**config.mk**
```make
export PLATFORM = sky130hd
export DESIGN_NAME = rr_arbiter_flat
export DESIGN_NICKNAME = d
export VERILOG_FILES = /design/src/rtl/rr_arbiter_pkg.sv /design/src/rtl/rr_arbiter_if.sv /design/src/rtl/dff.sv /design/src/rtl/rr_arbiter_pick.sv /design/src/rtl/rr_arbiter.sv /design/src/flat_wrapper.sv
export SDC_FILE = /design/constraint.sdc
export NUM_CORES = 1
export LEC_CHECK = 0
export CORE_UTILIZATION = 46
export DETAILED_ROUTE_END_ITERATION = 8
export PLACE_DENSITY = 0.71
export SLEW_MARGIN = 25
export SYNTH_ARGS = -nofsm -noshare
export SYNTH_HDL_FRONTEND = slang
export SYNTH_SLANG_ARGS = --single-unit
```
**constraint.sdc**
```tcl
create_clock -name clk -period 2.38 [get_ports clk]
set_input_delay 0.357 -clock clk [delete_from_list [all_inputs] [get_ports clk]]
set_output_delay 0.357 -clock clk [all_outputs]
set_load 0.1 [all_outputs]
```
**src/rtl/rr_arbiter_pkg.sv**
```systemverilog
// ---------------------------------------------------------------------------
// rr_arbiter_pkg
// Shared definitions for the round-robin arbiter slice.
// Holds the default sizing constants, the one-hot FSM state encodings and a
// helper that sizes the rotating-priority pointer.
// No ports (package).
// ---------------------------------------------------------------------------
package rr_arbiter_pkg;

   localparam int N_REQ_DEFAULT   = 4;
   localparam int TIMEOUT_DEFAULT = 16;

   localparam logic [2:0] ST_IDLE    = 3'b001;
   localparam logic [2:0] ST_GRANT   = 3'b010;
   localparam logic [2:0] ST_RELEASE = 3'b100;

   typedef enum logic [2:0] {
      S_IDLE    = ST_IDLE,
      S_GRANT   = ST_GRANT,
      S_RELEASE = ST_RELEASE
   } arbState_e;

   // Pointer/index width for a given requester count, never narrower than 1.
   function automatic int ptrWidth(input int n);
      return (n > 1) ? $clog2(n) : 1;
   endfunction

endpackage

```
**src/rtl/rr_arbiter_if.sv**
```systemverilog
// ---------------------------------------------------------------------------
// rr_arbiter_if
// Bundles the requester-side handshake of the arbiter.
//   req     [N_REQ] request vector, bit i = requester i
//   done            current holder has finished
//   grant   [N_REQ] registered one-hot (or zero) grant
//   state   [3]     one-hot FSM state (IDLE=001, GRANT=010, RELEASE=100)
//   busy            high while in GRANT
//   timeout         one-cycle pulse on a forced release
// Modports: master = requester side, slave = arbiter side.
// ---------------------------------------------------------------------------
interface rr_arbiter_if
   import rr_arbiter_pkg::*;
#(
   parameter int N_REQ = N_REQ_DEFAULT
);

   logic [N_REQ-1:0] req;
   logic             done;
   logic [N_REQ-1:0] grant;
   logic [2:0]       state;
   logic             busy;
   logic             timeout;

   modport master (
      output req, done,
      input  grant, state, busy, timeout
   );

   modport slave (
      input  req, done,
      output grant, state, busy, timeout
   );

endinterface

```
**src/rtl/dff.sv**
```systemverilog
// ---------------------------------------------------------------------------
// dff
// Single D flop with synchronous active-high reset to a per-instance value.
//   i_clk    clock
//   i_reset  synchronous reset, loads Default
//   i_d      data in
//   o_q      registered data out
// ---------------------------------------------------------------------------
module dff #(
   parameter logic Default = 1'b0
) (
   input  logic i_clk,
   input  logic i_reset,
   input  logic i_d,
   output logic o_q
);

   // Plain register; reset value chosen by the instantiating FSM.
   always_ff @(posedge i_clk) begin
      if (i_reset) begin
         o_q <= Default;
      end else begin
         o_q <= i_d;
      end
   end

endmodule

```
**src/rtl/rr_arbiter_pick.sv**
```systemverilog
// ---------------------------------------------------------------------------
// rr_pick
// Combinational round-robin selector: finds the first set request bit at or
// above the pointer, wrapping from N_REQ-1 back to 0.
//   i_req   [N_REQ] request vector
//   i_ptr   [PW]    highest-priority requester index
//   o_pick  [N_REQ] one-hot selection (zero when no request)
//   o_idx   [PW]    index of the selected requester
//   o_valid         at least one request present
// ---------------------------------------------------------------------------
module rr_pick #(
   parameter int N_REQ = 4,
   parameter int PW    = 2
) (
   input  logic [N_REQ-1:0] i_req,
   input  logic [PW-1:0]    i_ptr,
   output logic [N_REQ-1:0] o_pick,
   output logic [PW-1:0]    o_idx,
   output logic             o_valid
);

   logic [PW:0]   w_sum;
   logic [PW-1:0] w_cand;
   logic          w_found;

   // Walk the requesters in priority order starting at the pointer; the
   // extra sum bit lets the wrap be done with a single subtraction.
   always_comb begin
      o_pick  = '0;
      o_idx   = '0;
      w_found = 1'b0;
      w_sum   = '0;
      w_cand  = '0;
      for (int i = 0; i < N_REQ; i++) begin
         w_sum = {1'b0, i_ptr} + (PW+1)'(i);
         if (w_sum >= (PW+1)'(N_REQ)) begin
            w_sum = w_sum - (PW+1)'(N_REQ);
         end
         w_cand = w_sum[PW-1:0];
         if (!w_found && i_req[w_cand]) begin
            w_found        = 1'b1;
            o_pick[w_cand] = 1'b1;
            o_idx          = w_cand;
         end
      end
      o_valid = w_found;
   end

endmodule

```
**src/rtl/rr_arbiter.sv**
```systemverilog
// ---------------------------------------------------------------------------
// rr_arbiter
// Round-robin arbiter with a one-hot IDLE/GRANT/RELEASE FSM. A grant is held
// until the holder signals done, then the pointer moves just past the holder
// and one idle RELEASE cycle separates consecutive grants.
//   clk    clock, all state on rising edge
//   reset  synchronous active-high reset
//   bus    rr_arbiter_if.slave (req, done, grant, state, busy, timeout)
// Optional feature macro: ARB_TIMEOUT_EN -- forces a release after TIMEOUT
// GRANT cycles without done and pulses timeout; when undefined, timeout is
// tied low and a grant is held indefinitely.
// ---------------------------------------------------------------------------
module rr_arbiter
   import rr_arbiter_pkg::*;
#(
   parameter int N_REQ   = N_REQ_DEFAULT,
   parameter int TIMEOUT = TIMEOUT_DEFAULT
) (
   input logic         clk,
   input logic         reset,
   rr_arbiter_if.slave bus
);

   localparam int PW = ptrWidth(N_REQ);

   if (N_REQ < 2 || N_REQ > 8 || TIMEOUT < 1) begin : gBadParams
      $error("rr_arbiter: N_REQ must be 2..8 and TIMEOUT at least 1");
   end

   logic [2:0]       r_state;
   arbState_e        w_stateNext;
   logic [N_REQ-1:0] r_grant;
   logic [N_REQ-1:0] w_grantNext;
   logic [N_REQ-1:0] w_pick;
   logic [PW-1:0]    r_ptr;
   logic [PW-1:0]    w_ptrNext;
   logic [PW-1:0]    r_idx;
   logic [PW-1:0]    w_idxNext;
   logic [PW-1:0]    w_pickIdx;
   logic [PW-1:0]    w_idxInc;
   logic             w_pickValid;

   // One flop per state; only the IDLE flop comes out of reset set.
   dff #(.Default(1'b1)) uStIdle (
      .i_clk(clk), .i_reset(reset), .i_d(w_stateNext[0]), .o_q(r_state[0])
   );
   dff #(.Default(1'b0)) uStGrant (
      .i_clk(clk), .i_reset(reset), .i_d(w_stateNext[1]), .o_q(r_state[1])
   );
   dff #(.Default(1'b0)) uStRelease (
      .i_clk(clk), .i_reset(reset), .i_d(w_stateNext[2]), .o_q(r_state[2])
   );

   rr_pick #(.N_REQ(N_REQ), .PW(PW)) uPick (
      .i_req(bus.req), .i_ptr(r_ptr),
      .o_pick(w_pick), .o_idx(w_pickIdx), .o_valid(w_pickValid)
   );

   // Priority moves to the requester just after the one being released.
   assign w_idxInc = (r_idx == PW'(N_REQ - 1)) ? '0 : r_idx + PW'(1);

`ifdef ARB_TIMEOUT_EN
   localparam int CW = $clog2(TIMEOUT + 1);
   logic [CW-1:0] r_count;
   logic          w_expired;
   logic          w_timeoutNext;
   logic          r_timeout;

   // The counter is zero in the first GRANT cycle, so it hits TIMEOUT-1 in
   // the TIMEOUT-th cycle; leaving GRANT for any reason clears it.
   assign w_expired = (r_count == CW'(TIMEOUT - 1));
`endif

   // Next-state and next-register values; anything that is not exactly one
   // legal state bit falls into the default arm and heads back to IDLE.
   always_comb begin
      w_stateNext = S_IDLE;
      w_grantNext = '0;
      w_ptrNext   = r_ptr;
      w_idxNext   = r_idx;
`ifdef ARB_TIMEOUT_EN
      w_timeoutNext = 1'b0;
`endif
      case (r_state)
         S_IDLE, S_RELEASE: begin
            if (w_pickValid) begin
               w_stateNext = S_GRANT;
               w_grantNext = w_pick;
               w_idxNext   = w_pickIdx;
            end
         end
         S_GRANT: begin
            if (bus.done) begin
               w_stateNext = S_RELEASE;
               w_ptrNext   = w_idxInc;
            end
`ifdef ARB_TIMEOUT_EN
            else if (w_expired) begin
               w_stateNext   = S_RELEASE;
               w_ptrNext     = w_idxInc;
               w_timeoutNext = 1'b1;
            end
`endif
            else begin
               w_stateNext = S_GRANT;
               w_grantNext = r_grant;
            end
         end
         default: begin
            w_stateNext = S_IDLE;
         end
      endcase
   end

   // Grant, pointer and holder index registers; reset wins over everything.
   always_ff @(posedge clk) begin
      if (reset) begin
         r_grant <= '0;
         r_ptr   <= '0;
         r_idx   <= '0;
      end else begin
         r_grant <= w_grantNext;
         r_ptr   <= w_ptrNext;
         r_idx   <= w_idxNext;
      end
   end

`ifdef ARB_TIMEOUT_EN
   // GRANT-cycle counter and the registered one-cycle timeout pulse.
   always_ff @(posedge clk) begin
      if (reset) begin
         r_count   <= '0;
         r_timeout <= 1'b0;
      end else begin
         r_timeout <= w_timeoutNext;
         if (r_state == S_GRANT && w_stateNext == S_GRANT) begin
            r_count <= r_count + CW'(1);
         end else begin
            r_count <= '0;
         end
      end
   end

   assign bus.timeout = r_timeout;
`else
   assign bus.timeout = 1'b0;
`endif

   assign bus.grant = r_grant;
   assign bus.state = r_state;
   assign bus.busy  = (r_state == S_GRANT);

endmodule

```
**src/flat_wrapper.sv**
```systemverilog
// flat-port wrapper written by rule: the top's interface ports become plain ports
module rr_arbiter_flat import rr_arbiter_pkg::*;
#(
   parameter int N_REQ   = N_REQ_DEFAULT,
   parameter int TIMEOUT = TIMEOUT_DEFAULT
)
  (clk, reset, bus_req, bus_done, bus_grant, bus_state, bus_busy, bus_timeout);
  rr_arbiter_if #(.N_REQ(N_REQ)) bus_i ();
  input logic clk;
  input logic reset;
  input wire logic [$bits(bus_i.req)-1:0] bus_req;
  input wire logic [$bits(bus_i.done)-1:0] bus_done;
  output wire logic [$bits(bus_i.grant)-1:0] bus_grant;
  output wire logic [$bits(bus_i.state)-1:0] bus_state;
  output wire logic [$bits(bus_i.busy)-1:0] bus_busy;
  output wire logic [$bits(bus_i.timeout)-1:0] bus_timeout;
  assign bus_i.req = bus_req;
  assign bus_i.done = bus_done;
  assign bus_grant = bus_i.grant;
  assign bus_state = bus_i.state;
  assign bus_busy = bus_i.busy;
  assign bus_timeout = bus_i.timeout;
  rr_arbiter #(.N_REQ(N_REQ), .TIMEOUT(TIMEOUT)) u_core (.clk(clk), .reset(reset), .bus(bus_i));
endmodule
```
==> results.py <==
metrics = {
    "yosys": {
        "synthesis.area_um2": 907,
        "yosysSeqAreaShare_pct": 24.3,
        "synth_top_flop_cell": "dfxtp_1",
        "synth-seq-cells": 11,
        "postSynthCellCount": 97,
        "edff_count_synth": 0,
        "postSynthNetCount": 112,
        "ys_types": 34,
        "avgSynthCellArea_um2": 9.35,
        "synth_async_sr_flop_share_pct": 0,
        "ys_warn_count": 0,
    },
    "job": {
        "timing.max_cap.violations": 0,
    },
    "worst_setup_path": {
        "critPathMaxFanout": 8,
        "critical_path_arrival_ps": 2410,
        "timing.reg2reg.setup_slack_ps": 160,
        "crit_path_end_kind": "register",
        "crit_path_start_kind": "register",
        "timing.rr.start": "u_core.r_ptr[1]",
        "timing.rr.end": "u_core.r_idx[1]",
        "worstRegToRegCells": 7,
        "timing.critical_path.from": "u_core.r_ptr[1]",
        "worst_ep_required_time_ps": 2570,
        "setup.worst_path.class": "register to register",
    },
    "routing": {
        "drt.antenna.violating_nets": 0,
        "detail_route.wl_per_cell_um": 14.0,
        "detail_route.iter0.violations": 13,
        "drt-vias-per-instance": 5.52,
        "via_count": 767,
        "postRouteWirelength_um": 1950,
        "drc": 0,
        "drt-pass1-iter-count": 4,
    },
    "clocking": {
        "ctsHoldBuffers": 0,
        "cts_setup_buffers": 0,
        "cts_resized": 0,
        "worst_skew_pair.late_latency_ps": 270,
        "total_number_of_clock_tree_sinks": 11,
        "worst_setup_hold_path_clk_slew_ps": 80,
        "cts_tree": "built",
        "cts.htree.levels": 1,
        "clock_tree.root_cell": "clkbuf_4",
        "cts-buffers-inserted": 3,
        "max-clock-path-buffers": 2,
    },
    "grt": {
        "grt_use_total_pct": 21.6,
        "global_route_wire_length_before_repair_um": 3300,
        "first_global_vias": 715,
        "grt_overflow_total": 0,
        "grt_max_degree": 16,
        "number_of_antenna_violations_at_the_first_check_in_global_routing": 0,
    },
    "sta": {
        "setup_total_negative_slack_ps": 0,
        "fin_crit_sh_pct": 93.4,
        "finalHoldViolCount": 0,
        "unrepaired_setup_endpoints_after_global_routing": "false",
        "setup-violations-final": 0,
        "layout_min_cycle_time_ps": 2220,
        "fin_skew_ps": 7.91,
        "final_max_slew_viol_count": 0,
        "fmaxAchievable_mhz": 450,
    },
    "outcome": {
        "status": "complete, no violations",
    },
    "hold_path": {
        "hold-path-endpoint": "u_core.bus.grant[1]",
        "hold_path_startpoint": "u_core.bus.grant[1]",
        "min_delay_path_depth": 2,
        "min-delay-path-class": "register to register",
    },
    "pwr": {
        "totalPowerFinal_uw": 662,
        "vdd_drop_max_v": 0.000338,
        "p_leak_nw": 0.438,
        "power_density_mw_per_mm2": 614,
    },
    "cells_and_area": {
        "final-instance-count-excl-fill": 139,
        "design.final.nets": 130,
        "synthToLayoutAreaGrowth_pct": 18.8,
        "antenna_cells": 0,
        "nFillCells": 167,
        "drive_above_1_share_pct": 26.3,
    },
    "floorplanning": {
        "floorplan.core_area_mm2": 0.00178,
        "chipHeight_um": 46.4,
        "rows": 15,
        "initial_util_pct": 50.9,
        "floorplan.die_area_mm2": 0.00215,
        "die_width_um": 46.4,
        "boundaryPins": 16,
    },
    "placed_design": {
        "hpwl_um": 1510,
        "place_inst": 135,
        "gpl.final_weighted_congestion": 0.809,
        "io_port_bufs": 14,
    },
}
==> synthesized netlist by cell type (2+ instances only) <==
cell       n  area (um2)
o211ai_1   2        15.0
a21oi_1    4        20.0
o221ai_1   4        35.0
buf_4      4        30.0
a22o_2     4        40.0
o21ai_0    5        25.0
nand2_1   11        41.3
dfxtp_1   11         220
mux4_2     3        67.6
mux2i_1    5        50.1
nor3_1     2        10.0
ha_1       8         100
nor2_1     5        18.8
inv_1      9        33.8
==> cell usage in the layout, fill, tap and decap left out, types with 2 or more instances in the layout <==
| cell type | n |
|---|---|
| nand2_1 | 11 |
| inv_1 | 9 |
| ha_1 | 8 |
| nor2_1 | 5 |
| dfxtp_1 | 10 |
| clkdlybuf4s50_1 | 6 |
| nor3_1 | 2 |
| o221ai_1 | 4 |
| clkbuf_4 | 3 |
| a21oi_1 | 4 |
| a22o_2 | 4 |
| o211ai_1 | 2 |
| mux2i_1 | 5 |
| mux4_2 | 3 |
| o21ai_0 | 5 |
| buf_4 | 14 |
==> critical path, cell delays in order (launching register included) <==
cell and delay, ps:
dfxtp_1 330, inv_1 100, ha_1 340, mux4_2 640
nor2_1 150, o21ai_0 100, a32o_1 270, o21ai_0 210
==> state kept, by name, summed over array words and instances (netlist names) <==
signal	cells
u_core.r_ptr	2
u_core.uStGrant.o_q	1
u_core.r_idx	2
u_core.bus.grant	4
u_core.uStRelease.o_q	1
u_core.uStIdle.o_q	1
==> routing by layer <==
layer  up-vias  global-route usage, %  routed length (um)
met5         -                      0                   0
met4         0                   1.76                   0
met3         0                   5.88                  80
met2        19                   35.8                 979
met1       367                   28.8                 886
li1        381                      -                   -
==> how the worst max path moves through the flow <==
stage,slack (ps),endpoint,cells after the start
final,160,u_core.r_idx[1],7
after global routing,30,u_core.r_idx[1],7
after CTS,160,u_core.r_idx[1],7
after detailed placement,50,u_core.bus.grant[3],5
after global placement,110,u_core.bus.grant[0],5
after floorplan,20,u_core.bus.grant[0],7
==> through the flow <==
| stage | hold WS [ps] | setup WS [ps] | instance area [um2] | utilization (%) |
|---|---|---|---|---|
| finish | 470 | 156 | 1080 | 60.4 |
| floorplan | 461 | 24.9 | 913 | - |
| global placement | 450 | 114 | 1050 | 58.9 |
| detailed placement | 458 | 54.3 | 1050 | 58.9 |
| global route | 492 | 34.9 | 1080 | 60.4 |
| CTS | 478 | 164 | 1080 | 60.4 |
==> kinds of logic after synthesis <==
| group | count (synthesis) | share of synthesized area, % |
|---|---|---|
| other | 1 | 0.413 |
| buffers and inverters | 16 | 10.2 |
| multiplexers | 10 | 17.1 |
| XOR/XNOR | 1 | 0.966 |
| AO/OA/AOI/OAI | 25 | 22.5 |
| flip-flops | 11 | 24.3 |
| AND/OR/NAND/NOR | 25 | 13.5 |
| adder cells (fa/ha/maj) | 8 | 11.0 |
==> area by class of cell <==
cell class | count | area (um2) | share of cell area (%)
Inverter | 9 | 33.8 | 3.14
Timing Repair Buffer | 20 | 165 | 15.3
Multi-Input combinational cell | 70 | 599 | 55.6
Clock buffer | 4 | 26.3 | 2.44
Sequential cell | 11 | 221 | 20.6
Tap cell | 25 | 31.3 | 2.90
==> report_power, final <==
group / internal [mW] / switching, mW
sequential: 0.204 / 0.0148
clock: 0.0649 / 0.0669
combinational: 0.106 / 0.205
total: 0.375 / 0.286
(Power assumes the default switching activity.)
